[src/rtl/parking_slot_allocator.sv]
// Registered parking-bay allocator: occupancy tracking, auto/manual entry grants, exits, held bay strobe.
// Optional feature macro ROUND_ROBIN_EN: auto search starts after the last granted bay instead of bay 0.
module parking_slot_allocator #(
  parameter int NUM_SLOTS = 4,
  parameter int GATE_HOLD = 1,
  localparam int SW = $clog2(NUM_SLOTS),
  localparam int CW = $clog2(NUM_SLOTS + 1)
) (
  input  logic                 clk,
  input  logic                 rst_n,
  input  logic                 en,
  input  logic                 entry_req,
  input  logic                 entry_manual,
  input  logic [SW-1:0]        entry_slot,
  input  logic                 exit_req,
  input  logic [SW-1:0]        exit_slot,
  output logic                 grant,
  output logic [SW-1:0]        grant_slot,
  output logic [NUM_SLOTS-1:0] slot_strobe,
  output logic                 reject,
  output logic                 exit_err,
  output logic                 busy,
  output logic [NUM_SLOTS-1:0] occupied,
  output logic [CW-1:0]        free_cnt,
  output logic                 full,
  output logic                 empty
);

  localparam int HW = (GATE_HOLD > 1) ? $clog2(GATE_HOLD) : 1;

  typedef enum logic {IDLE = 1'b0, HOLD = 1'b1} state_t;

  state_t               state_r, state_s;
  logic [HW-1:0]        hold_r, hold_s;
  logic [NUM_SLOTS-1:0] occupied_r, occ_s, strobe_r, strobe_s;
  logic [CW-1:0]        free_cnt_r, free_s;
  logic [SW-1:0]        grant_slot_r, gslot_s, ptr_r, ptr_s, auto_idx_s, tgt_s;
  logic                 grant_r, grant_s, reject_r, reject_s, exit_err_r, exit_err_s;
  logic                 busy_r, full_r, empty_r;
  logic                 found_s, take_s, exit_ok_s;
  logic [SW:0]          idx_s;

  // Next-state logic: free-bay search, hold timing, entry and exit handling
  always_comb begin
    state_s    = state_r;
    hold_s     = hold_r;
    strobe_s   = strobe_r;
    occ_s      = occupied_r;
    gslot_s    = grant_slot_r;
    ptr_s      = ptr_r;
    grant_s    = 1'b0;
    reject_s   = 1'b0;
    exit_err_s = 1'b0;
    exit_ok_s  = 1'b0;
    found_s    = 1'b0;
    take_s     = 1'b0;
    auto_idx_s = '0;
    tgt_s      = '0;
    idx_s      = '0;

    // Search from the pointer, wrapping; the pointer stays 0 without round robin
    for (int i = 0; i < NUM_SLOTS; i++) begin
      idx_s = {1'b0, ptr_r} + (SW+1)'(i);
      if (idx_s >= (SW+1)'(NUM_SLOTS)) begin
        idx_s = idx_s - (SW+1)'(NUM_SLOTS);
      end else begin
        idx_s = idx_s;
      end
      if (!found_s && !occupied_r[idx_s[SW-1:0]]) begin
        found_s    = 1'b1;
        auto_idx_s = idx_s[SW-1:0];
      end else begin
        found_s = found_s;
      end
    end

    case (state_r)
      IDLE: strobe_s = '0;
      HOLD: begin
        hold_s = hold_r - HW'(1);
        if (hold_r == HW'(1)) begin
          state_s = IDLE;
        end else begin
          state_s = HOLD;
        end
      end
      default: begin
        state_s  = IDLE;
        strobe_s = '0;
        hold_s   = '0;
      end
    endcase

    // Entry decisions look at pre-exit occupancy, so a bay freed now is not reused this cycle
    if (en && entry_req && (state_r == IDLE)) begin
      if (entry_manual) begin
        tgt_s  = entry_slot;
        take_s = ({1'b0, entry_slot} < (SW+1)'(NUM_SLOTS)) && !occupied_r[entry_slot];
      end else begin
        tgt_s  = auto_idx_s;
        take_s = found_s;
      end
      if (take_s) begin
        grant_s       = 1'b1;
        gslot_s       = tgt_s;
        occ_s[tgt_s]  = 1'b1;
        strobe_s      = NUM_SLOTS'(1) << tgt_s;
        hold_s        = HW'(GATE_HOLD - 1);
        state_s       = (GATE_HOLD > 1) ? HOLD : IDLE;
`ifdef ROUND_ROBIN_EN
        if ({1'b0, tgt_s} == (SW+1)'(NUM_SLOTS - 1)) begin
          ptr_s = '0;
        end else begin
          ptr_s = tgt_s + SW'(1);
        end
`else
        ptr_s = '0;
`endif
      end else begin
        reject_s = 1'b1;
      end
    end else begin
      take_s = 1'b0;
    end

    if (en && exit_req) begin
      if (({1'b0, exit_slot} < (SW+1)'(NUM_SLOTS)) && occupied_r[exit_slot]) begin
        exit_ok_s        = 1'b1;
        occ_s[exit_slot] = 1'b0;
      end else begin
        exit_err_s = 1'b1;
      end
    end else begin
      exit_ok_s = 1'b0;
    end

    free_s = free_cnt_r - CW'(grant_s) + CW'(exit_ok_s);
  end

  // State and output registers
  always_ff @(posedge clk or negedge rst_n) begin
    if (!rst_n) begin
      state_r      <= IDLE;
      hold_r       <= '0;
      occupied_r   <= '0;
      strobe_r     <= '0;
      free_cnt_r   <= CW'(NUM_SLOTS);
      grant_slot_r <= '0;
      ptr_r        <= '0;
      grant_r      <= 1'b0;
      reject_r     <= 1'b0;
      exit_err_r   <= 1'b0;
      busy_r       <= 1'b0;
      full_r       <= 1'b0;
      empty_r      <= 1'b1;
    end else begin
      state_r      <= state_s;
      hold_r       <= hold_s;
      occupied_r   <= occ_s;
      strobe_r     <= strobe_s;
      free_cnt_r   <= free_s;
      grant_slot_r <= gslot_s;
      ptr_r        <= ptr_s;
      grant_r      <= grant_s;
      reject_r     <= reject_s;
      exit_err_r   <= exit_err_s;
      busy_r       <= (state_s == HOLD);
      full_r       <= (free_s == CW'(0));
      empty_r      <= (free_s == CW'(NUM_SLOTS));
    end
  end

  assign grant       = grant_r;
  assign grant_slot  = grant_slot_r;
  assign slot_strobe = strobe_r;
  assign reject      = reject_r;
  assign exit_err    = exit_err_r;
  assign busy        = busy_r;
  assign occupied    = occupied_r;
  assign free_cnt    = free_cnt_r;
  assign full        = full_r;
  assign empty       = empty_r;

endmodule
[config.mk]
export PLATFORM = sky130hd
export DESIGN_NAME = parking_slot_allocator
export DESIGN_NICKNAME = d
export VERILOG_FILES = /design/src/rtl/parking_slot_allocator.sv
export SDC_FILE = /design/constraint.sdc
export NUM_CORES = 1
export LEC_CHECK = 0
export ABC_AREA = 1
export BUFFER_PORTS_ARGS = -buffer_cell sky130_fd_sc_hd__buf_2
export CAP_MARGIN = 20
export CORE_MARGIN = 2
export CORE_UTILIZATION = 50
export DETAILED_ROUTE_END_ITERATION = 10
export GPL_TIMING_DRIVEN = 0
export PLACE_DENSITY = 0.77
export RECOVER_POWER = 50
export SLEW_MARGIN = 0
export SYNTH_ARGS = -nofsm -noshare
export SYNTH_HDL_FRONTEND = slang
export SYNTH_SLANG_ARGS = --single-unit
[constraint.sdc]
create_clock -name clk -period 3.1 [get_ports clk]
set_input_delay 0.31 -clock clk [delete_from_list [all_inputs] [get_ports clk]]
set_output_delay 0.31 -clock clk [all_outputs]
set_load 0.01 [all_outputs]
==> results of run 1 <==
## power by group
part	switching, mW	internal (mW)	leakage [nW]
Clock	0.0699	0.0452	0.0138
Sequential	0.0651	0.344	0.250
Combinational	0.263	0.166	0.426
## sequential cells by signal, indices dropped and copies added (netlist names)
register,count
grant,1
empty,1
free_cnt,3
grant_slot,2
exit_err,1
busy,1
slot_strobe,4
reject,1
hold_r,1
full,1
occupied,4
## kinds of logic (layout without fill, tap and decap cells)
family | count (synthesis) | count (layout) | synth area share
xor gates and xnor gates | 2 | 2 | 0.01691
and+or+nand+nor | 70 | 70 | 0.3370
buffers and inverters | 21 | 53 | 0.07608
AOI/OAI and AO/OA | 6 | 6 | 0.02899
DFF | 20 | 20 | 0.4855
adders and majority gates | 4 | 4 | 0.05556
## worst max-delay path by stage
stage	end
final	empty
after global routing	empty
after CTS	empty
after detailed placement	empty
after global placement	empty
after floorplan	empty
## critical path, delay by kind of cell, from the launching register on
| kind | cells | cell delay, ns |
|---|---|---|
| buf+inv | 2 | 0.11 |
| fa+ha+maj | 3 | 0.82 |
| flops | 1 | 0.44 |
| simple gates | 5 | 0.62 |
| xor+xnor | 2 | 0.43 |
## layout make-up
type / count / area [sq um] / area share
Sequential cell: 20 / 503.0 / 0.4102
Inverter: 21 / 78.83 / 0.06429
Tap cell: 27 / 33.78 / 0.02755
Multi-Input combinational cell: 82 / 447.9 / 0.3653
Clock buffer: 3 / 22.52 / 0.01837
Timing Repair Buffer: 29 / 140.1 / 0.1143
## metal layers
metal  wire (microns)  vias to the layer above
met5                0                        -
met4                4                        0
met1              911                      400
met2              921                       35
li1                 -                      444
met3              134                        2
## timing repair
item                      CTS  global route
setup buffers               0             0
hold buffers                1             0
hold endpoints to repair   18             0
## metrics by stage
step	worst slack [ns]	total power [mW]	hold slack [ns]	std cells	util
after floorplan	0.7779	0.7059	0.01441	123	-
after global placement	0.6463	0.8363	0.2666	178	0.6167
after detailed placement	0.5684	0.8544	0.2727	178	0.6167
after CTS	0.5757	0.9747	0.2605	182	0.6333
after global routing	0.3130	1.043	0.2793	182	0.6250
final	0.6020	0.9534	0.2680	182	0.6250
## layout by cell type (no fill, tap or decap), drive strengths merged, types with 2 or more instances in the layout
cell,instances
a21oi,2
buf,20
clkbuf,11
dfrtp,18
dfstp,2
ha,3
inv,20
nand2,41
nand3,11
nand4,2
nor2,14
o21ai,4
==> results, run 1 <==
- The maximum clock frequency is 0.4003 GHz.
- The cell sitting at the root of the clock tree is a clkbuf_4.
- CTS built an H-tree with a depth of 1.
- The count of synthesis-stage warnings from yosys is 0.
- The most used flip-flop cell after synthesis is dfrtp_1.
- The finished cells cover 1226 sq um.
- The count of instances resized after the clock tree is built is 0.
- The worst hold path belongs to the class in -> reg.
- Counting flops and latches in the post-synthesis netlist gives 20.
- Dividing the detail-routed via count by the number of cells gives 4.841.
- Across the run, the number of max-cap violations was 0.
- The final layout contains routed wiring with a total length of 1.971 mm.
- The TritonCTS clock tree is yes.
- At the pin with the least slew margin, the transition time is 1.012 ns.
- The share of final-layout standard cells stronger than drive strength 1 is 0.2323.
- The async set or reset register ratio after synthesis is 1.000.
- The largest single stage delay on the critical path is 0.44 ns.
- For this run, global-route usage on met1 was measured as 0.2600.
- The wire length of the first global-routing pass is 3.650 mm.
- The critical path starts at occupied[0].
- The global routing's busiest layer is met2.
- From synthesis to final layout, the design area changed by 18.36%.
- Counting cells, the worst reg-to-reg path comes to 12.
- The share of the clock period used by the worst path is 0.8058.
- A synthesized cell averages 8.423 sq um.
- The shortest period the worst path allows is 2.498 ns.
- The later pin in the worst-skew pair is clocked with a latency of 0.29 ns.
- Setup slack on the worst reg-to-reg path comes out at 0.60 ns.
- The max-slew violation count was 0.
- The cell area after placement is 1210 sq um.
- For this run, global-route usage on met3 was measured as 0.04848.
- From bottom edge to top edge, the die measures 49.52 microns.
- The number of nets at the end of the flow is 171.
- The count of flip-flops with a built-in enable after synthesis is 0.
- The critical path is of the reg -> reg type.
- The reg-to-reg startpoint is occupied[0].
- The HPWL reported at the end of detailed placement is 1.539 mm.
- The final hold violation count is 0.
- The first-iteration detailed-routing DRC count is 21.
- The count of filler cells inserted in the layout is 184.
- For this run, the total global-route usage over all layers was measured as 0.1886.
- The initial core utilization is 0.5281.
- The count of buffers added on input and output ports is 28.
- Ranked by instance count, the synthesized netlist is headed by 38 x nand2_1, 18 x dfrtp_1, 18 x inv_1, 11 x nor2_1, 9 x nand3_1.
- Summing over every cut layer, the via total after detailed routing is 881.
- Of all cell types, the one taking the most synthesized area is dfrtp_1.
- The endpoint of the worst-slack reg-to-reg timing path is empty.
- For met2 alone, demand over resource in global routing was 0.3067.
- The setup clock skew after layout is 0.004825 ns.
- The number of iterations in the first detailed-routing pass is 4.
- Setup repair after global routing left no endpoint under its margin.
- Entering global routing, the biggest net connects 21 pins.
- The final-report setup violation count is 0.
- The number of distinct standard cells referenced by the synthesized netlist is 25.
- The static leakage is 0.6902 nW.
- The slowest stage of the critical path is the dfrtp_1 cell.
- The worst hold path terminates at exit_err.
- The chip width is 49.52 microns.
- The number of antenna violations at the first check in global routing was 0.
- The worst setup path is captured at a flop.
- In this run the power density over the cells is 777.6 nW/um^2.
- The detail route stage leaves a number of antenna-violating nets equal to 0.
- After detailed routing, the number of remaining DRC violations is 0.
- For this run, the register share of the synthesized area comes to 0.4855.
- The maximum fanout count along the critical path is 9.
- The number of cells traversed by the worst hold path is 3.
- The critical path startpoint category is a flop.
- The cell area that synthesis handed to floorplanning was 1036 sq um.
- Yosys attributes the largest share of cell area to dfrtp_1 43%, nand2_1 14%, inv_1 6.5%, dfstp_2 5.1%, nand3_1 4.3%.
- The cell repeated most along the worst path is ha_1.
- The data required time of the worst path is 3.33 ns.
- The number of global-route vias before repair is 847.
- Headroom to the max-slew limit came out at 0.3252.
- The worst hold path begins at exit_req.
- The number of antenna diodes is 0.
- The flow ran to the end, and the final reports show no timing, DRC or antenna violations.
- The total die area is 2452 sq um.
- The critical path goes through nand2_1 -> inv_2 -> nand4_1 -> nand3_4 -> nor2_8 -> ha_1 -> inv_1 -> ha_1 -> fa_1 -> xnor2_1 -> xor2_1 -> nor3b_2.
- Routability-driven placement finished with a final weighted congestion of 0.7924.
- Yosys instantiated no cell more often than nand2_1.
- The total overflow left after global routing is 0.
- The post-route setup TNS is 0 ns.
- No sink is reached through more buffers than the 2 on the longest clock path.
- The number of top-level pins is 29.
- Synthesis produced 123 cells.
- After clock tree synthesis, the clock-pin slew on the worst setup and hold paths is 0.10 ns.
- The share of synthesized area in the top cell type comes to 0.4348.
- TritonCTS created 3 clock buffers.
- The floorplan step defined a core boundary enclosing 1962 sq um.
- The final routed wire length divided by cell count is 10.83 microns.
- The peak ir drop on the vdd network is 0.0003764 V.
- The total number of clock tree sinks is 20.
- The data arrival time of the critical path is 2.72 ns.
- The number of cell rows is 16.
- Counting every net in the synthesized netlist gives 137.
No activity file was read; power rests on OpenSTA's default activity.
==> run 2: changes to the inputs <==
CORE_UTILIZATION = 45   (was 50)
PLACE_DENSITY = 0.73   (was 0.77)
clock period = 2.05 ns   (was 3.1 ns; I/O delays follow)
==> results, run 2 (synthesis gave the netlist of run 1 again) <==
- The run finished, with violations left.
- The final reports fail on negative setup slack.
- Across every metal layer, demand over resource in global routing totals 0.1924.
- The HPWL reported at the end of detailed placement is 1.606 mm.
- Of all nets on the critical path, the largest fanout is 5.
- No sink is reached through more buffers than the 2 on the longest clock path.
- Adding up every negative setup slack in the final design gives -0.4811 ns.
- The max-slew violation count is 0.
- Setup violations remaining at the end of the flow were counted as 3.
- The worst setup path is captured at a flop.
- Cell internal power was estimated by the tool at 1.164 mW.
- The number of nets at the end of the flow is 181.
- In this run the tightest slew margin relative to its limit is 0.3072.
- The final routed wire length divided by cell count is 11.88 microns.
- Dividing the detail-routed via count by the number of cells gives 4.820.
- Pin placement for this block handled 29 I/O pins.
- The leading cell type in the layout, fill and taps excluded is nand2_1.
- The wire length of the first global-routing pass is 3.663 mm.
- The analysis attributes to cell leakage a power of 0.7605 nW.
- Dividing the final minimum period by the clock period gives 1.108.
- Leaving out fill and tap cells, the most frequent cells in the layout are 36 x nand2_1, 21 x buf_2, 16 x dfrtp_1.
- The TritonCTS buffer count is 3.
- The root buffer cell chosen for the clock tree is clkbuf_4.
- The routed layout has 935 vias.
- TritonCTS built the clock tree.
- The number of antenna diodes is 0.
- The count of buffers from port buffering is 28.
- In this run the worst hold path is classified as in -> reg.
- The share of total power dissipated in sequential elements is 0.341.
- Row generation in the floorplan step produced 17 rows.
- The slew at the pin closest to its max-slew limit is 1.039 ns.
- The number of H-tree levels is 1.
- Entering global routing, the biggest net connects 21 pins.
- The number of global-route vias before repair was 826.
- The worst setup path is launched from a flop.
- At the later pin of the worst-skew pair, clock insertion delay measures 0.31 ns.
- The pre-antenna-repair detailed-routing pass consisted of 4 iterations.
- The total number of clock tree sinks is 20.
- After layout, the minimum clock period comes to 2.272 ns.
- Once routing completed, OpenROAD measured the worst setup slack at -0.2224 ns.
- The final layout contains routed wiring with a total length of 2.305 mm.
- The number of antenna violations at the first check in global routing was 0.
- The die covers 2702 sq um.
- The analysis attributes to net switching a power of 710.8 uW.
- The final hold violation count is 0.
- The number of cells traversed by the worst hold path is 3.
- Of the total power, combinational logic draws 0.490.
- The routability congestion estimate from global placement is 0.7789.
- The first-iteration detailed-routing DRC count is 19.
- The path depth of the worst reg2reg path is 12.
- The clock-pin slew on the worst setup and hold paths is 0.10 ns.
- At the placement stage, the worst setup path has a slack of -0.4220 ns.
- The initial utilization of the core area, before any placement, comes to 0.4729.
- Timing would allow up to 0.4401 GHz.
- Across the routed clock network, the largest skew measured is 0.005741 ns.
- Including well taps, the total number of placed cells is 179.
- The fraction of power spent switching nets is 0.3791.
- The part of the total power dissipated in the clock network is 0.169.
- Power comes to 1.875 mW.
- The chip width is 51.98 microns.
- Across the run, the number of max-cap violations was 0.
- The aggregate global routing overflow is 0.
- Data on the critical path arrives at its endpoint at 2.51 ns.
- The startpoint-to-endpoint class of the critical path is reg -> reg.
- Setup repair after global routing could not meet its margin everywhere.
- After detailed routing, the number of remaining DRC violations is 0.
- Of the cells placed in the final design, the portion with a size suffix greater than 1 is 0.3735.
- After the flow finishes, the layout carries non-filler instances totaling 194.
- The layout-stage area growth over the synthesis result is 36.23%.
- For the worst setup path, the data required time is 2.28 ns.
- The worst-case IR drop observed on VDD is 0.0007203 V.
- The areal power density over the cells is 1328 nW/um^2.
- The vertical die dimension is 51.98 microns.
- The detail route stage leaves a number of antenna-violating nets equal to 0.
- The placeable core area is 2191 sq um.
[run 2: changes by cell type in the layout (fill, tap and decap cells not counted), sizes merged]
cell    delta
bufinv     +1
clkbuf     -1
buf       +11
[run 2: routing by layer]
metal,share of wire,track usage
met2,0.50,0.3101
met1,0.43,0.2430
met3,0.057,0.05172
met5,0,0
met4,0.015,0.07895
[run 2: layout make-up]
type                       instances  area [sq um]
tap                               28         35.03
fill                             187         779.5
timing repair buffer              39         216.5
clock inverter                     1         30.03
multi-input combinational         82         523.0
inverter                          21         78.83
clock buffer                       3         22.52
sequential                        20         505.5
[run 2: power by group through the flow]
stage                     registers, mW  clock network, mW  logic [mW]
after floorplan                   0.674                  0       0.447
after CTS                         0.633              0.324       0.873
after global routing              0.650              0.349        1.00
after global placement            0.631                  0       0.694
final                             0.639              0.318       0.918
after detailed placement          0.636                  0       0.722
[run 2: timing repair]
action                                  in CTS  in global routing
hold buffers                                 1                  0
resized for setup                            7                  3
pin swaps                                    9                  0
endpoints found under the setup margin       4                  3
endpoints found under the hold margin       18                  0
setup buffers                                7                  3
[run 2: critical path: stages (launching register included)]
cell	delay, ns
dfrtp_2	0.43
inv_2	0.05
nand2_1	0.09
nand3_2	0.11
nand3_4	0.14
nor2_8	0.04
ha_4	0.25
inv_2	0.03
ha_4	0.15
fa_2	0.35
xnor2_2	0.17
xor2_2	0.19
nor3b_2	0.19
[run 2: through the flow]
step | cell area [sq um] | util | hold WS (ns)
finish | 1411 | 0.6442 | 0.1517
global route | 1411 | 0.6442 | 0.1390
CTS | 1381 | 0.6305 | 0.1339
detailed placement | 1246 | 0.5688 | 0.1711
global placement | 1246 | 0.5688 | 0.1672
floorplan | 1071 | - | -0.09059
[run 2: path summary, 6_finish.rpt]
path,startpoint,endpoint,slack [ns]
worst max-delay path,occupied[0],empty,-0.22
worst min-delay path,exit_req,exit_err,0.15
worst max register to register,occupied[0],empty,-0.22
worst min register to register,slot_strobe[1],slot_strobe[1],0.50
max in group asynchronous,rst_n,occupied[2],0.77
min in group asynchronous,rst_n,reject,0.59
==> run 3: changes to the inputs <==
ABC_AREA = not set   (was 1)
CORE_UTILIZATION = 43   (was 45)
MAX_ROUTING_LAYER = met4   (was not set)
PLACE_DENSITY = 0.72   (was 0.73)
==> results, run 3 <==
- The flow ran to the end, but the final reports show violations.
- The final reports fail on negative setup slack.
- The largest total area in the synthesized netlist belongs to dfrtp_1.
- Summed over all layers, the global routing overflow is 0.
- Ranked by total cell area, the synthesized netlist is headed by dfrtp_1 50%, dfstp_2 5.8%, a32o_1 4.4%, ha_1 4.2%, o21ai_0 3.9%.
- The final design instance area without fill is 1267 sq um.
- Leaving out fill and tap cells, the most frequent cell in the layout is buf_2.
- The DRC violation count after routing is 0.
- The maximum clock frequency is 0.4240 GHz.
- The setup clock skew after layout is 0.003853 ns.
- During synthesis, Yosys emitted a total of 0 warnings.
- In this run the mean area of a mapped cell was 12.17 sq um.
- At the end of routability-driven placement, the weighted congestion stood at 0.7942.
- The share of the clock period used by the worst path is 1.151.
- The maximum root-to-sink buffer count is 2.
- OpenSTA, run right after detailed placement, puts the worst setup slack at -0.6850 ns.
- In the final layout, the share of cells above drive strength 1 is 0.4872.
- The count of vias placed by the detailed router is 757.
- The first global-routing pass estimated 3.408 mm of wire.
- Summing all placed instances gives a cell area of 1086 sq um.
- The cell count after synthesis came out at 74.
- TritonCTS built the clock tree.
- For this run, asynchronously set or reset flops after synthesis account for 1.000.
- At the worst endpoint, the arrival time is 2.59 ns.
- The slowest cell on the critical path is mux4_2.
- Counting distinct cell types in the post-synthesis netlist gives 26.
- Ranked by instance count, the synthesized netlist is headed by 18 x dfrtp_1, 7 x nand2_1, 7 x o21ai_0, 5 x inv_1, 5 x nor2_1.
- The final-report setup violation count is 4.
- In this run the static leakage power is 0.5849 nW.
- The dominant register cell in the synthesized netlist is dfrtp_1.
- The largest net degree at the start of global routing is 21.
- STA puts the critical path data required time at 2.28 ns.
- The layout-stage area growth over the synthesis result is 40.69%.
- Of all nets on the critical path, the largest fanout is 5.
- In this run the number of H-tree levels came out at 1.
- The floorplan step defined a die boundary enclosing 2477 sq um.
- The synthesized design contains 0 enable-type register cells.
- The floorplan has 16 rows.
- The wire-length estimate of the detail-placed layout is 1.320 mm.
- Traced cell by cell, the critical path runs through mux4_2 -> nand3_2 -> ha_1 -> inv_1 -> ha_2 -> fa_2 -> xnor2_2 -> xnor2_2 -> buf_4 -> nor3_4.
- The critical path startpoint category is a flop.
- The initial core utilization is 0.4592.
- The number of top-level pins is 29.
- For the pin with the worst max-slew slack, the measured transition is 1.024 ns.
- The library cells used most frequently in the layout, excluding fill and tap cells, are 21 x buf_2, 14 x dfrtp_1, 9 x buf_4.
- The tree built by TritonCTS fans out to 20 sinks.
- The shortest period the worst path allows is 2.359 ns.
- In the routed layout, each cell is associated on average with a via count of 5.257.
- Adding up every negative setup slack in the final design gives -0.8178 ns.
- The number of maximum-capacitance violations is 0.
- The number of antenna diodes is 0.
- Synthesis inferred 20 register bits.
- The number of nets at the end of the flow is 132.
- The max-slew violation count is 0.
- The total standard cell area after synthesis is 900.9 sq um.
- The peak ir drop on the vdd network is 0.0007375 V.
- Dividing the detail-routed wire length by the instance count gives 13.67 microns.
- Measured along the x axis, the die boundary spans 49.77 microns.
- The areal power density over the cells is 1363 nW/um^2.
- The clock latency on the worst-skew pair is 0.30 ns.
- The overall routed net length is 1.968 mm.
- The number of iterations in the first detailed-routing pass is 4.
- After the first detailed-routing iteration, the DRC count stood at 12.
- The share of synthesized area in the top cell type comes to 0.5000.
- By instance count, the leading cell after synthesis is dfrtp_1.
- The setup slack after layout is -0.3085 ns.
- The final hold violation count is 0.
- In this run the remaining antenna-violating nets after routing total 0.
- The number of antenna violations at the first check in global routing is 0.
- The startpoint-to-endpoint class of the critical path is reg -> reg.
- The category of the worst setup path capture point is a flop.
- The count of buffers from port buffering is 28.
- In this run the clock root is driven by a clkbuf_4.
- The class of the tightest hold or removal check is in -> reg.
- The vertical die dimension is 49.77 microns.
- In this run the standard cell core region covers 1962 sq um.
- The TritonCTS buffer count is 3.
- The total nets after synthesis is 88.
- The number of global-route vias before repair is 763.
- Setup repair after global routing could not meet its margin everywhere.
- For this run, the slowest stage of the critical path takes 0.50 ns.
- The worst max-slew margin expressed relative to the limit is 0.3172.
- The proportion of synthesized chip area in sequential cells is 0.5583.
- Clock-pin slew was measured on the worst setup and hold paths at 0.12 ns.
- In the global route stage, overall resource usage came out at 0.1856.
- The cell repeated most along the worst path is xnor2_2.
[run 3: final cells by class]
type	instances	area [sq um]
sequential	20	508.0
clock buffer	3	22.52
inverter	5	18.77
multi-input combinational	49	441.7
timing repair buffer	39	212.7
fill	171	694.4
tap	27	33.78
clock inverter	1	30.03
[run 3: worst paths after layout]
| check | startpoint | end | slack (ns) | depth (start not counted) |
|---|---|---|---|---|
| setup / recovery | occupied[3] | full | -0.31 | 10 |
| hold / removal | exit_req | exit_err | 0.20 | 3 |
| setup reg to reg | occupied[3] | full | -0.31 | 10 |
| hold reg to reg | slot_strobe[1] | slot_strobe[1] | 0.51 | 2 |
| max in group asynchronous | rst_n | occupied[2] | 0.78 | 2 |
| min in group asynchronous | rst_n | full | 0.59 | 2 |
[run 3: power by group]
group          internal (mW)  switching (mW)  total [mW]  leakage (nW)
Clock                  0.198           0.124       0.322        0.0279
Combinational          0.425           0.380       0.804         0.310
Sequential             0.516          0.0849       0.601         0.247
Total                   1.14           0.589        1.73         0.585
[run 3: cells by family after synthesis]
kind of cell | Yosys count | synth area share
simple gates | 24 | 0.1542
compound gates | 15 | 0.1195
xor+xnor | 2 | 0.01945
mux | 4 | 0.06388
buf+inv | 5 | 0.02084
fa+ha+maj | 4 | 0.06389
flops | 20 | 0.5583
[run 3: metal layers]
metal	routed length [microns]	vias to the layer above	global-route usage
li1	-	354	-
met2	946	26	0.2978
met1	901	372	0.2351
met4	26	0	0.05556
met3	94	5	0.04242
met5	0	-	-
[run 3: per-stage QoR]
step	hold slack, ns	instances	util	total power, mW
after floorplan	-0.09059	74	-	0.9446
after global placement	0.1639	129	0.5536	1.116
final	0.2037	144	0.6460	1.727
after global routing	0.2036	144	0.6460	1.831
after detailed placement	0.1680	129	0.5536	1.136
after CTS	0.1907	138	0.6110	1.574
[run 3: critical path, delay by kind of cell, from the launching register on]
family                     cells  cell delay (ns)
DFF                            1             0.46
adders and majority gates      3             0.63
xor gates and xnor gates       2             0.31
muxes                          1             0.50
buffers and inverters          2             0.19
and+or+nand+nor                2             0.20
[run 3: repair_timing]
| item | 4_1_cts | 5_1_grt |
|---|---|---|
| pin swaps | 3 | 2 |
| hold buffers | 1 | 0 |
| setup endpoints to repair | 5 | 4 |
| resized for setup | 3 | 10 |
| setup buffers | 4 | 6 |
| endpoints found under the hold margin | 18 | 0 |
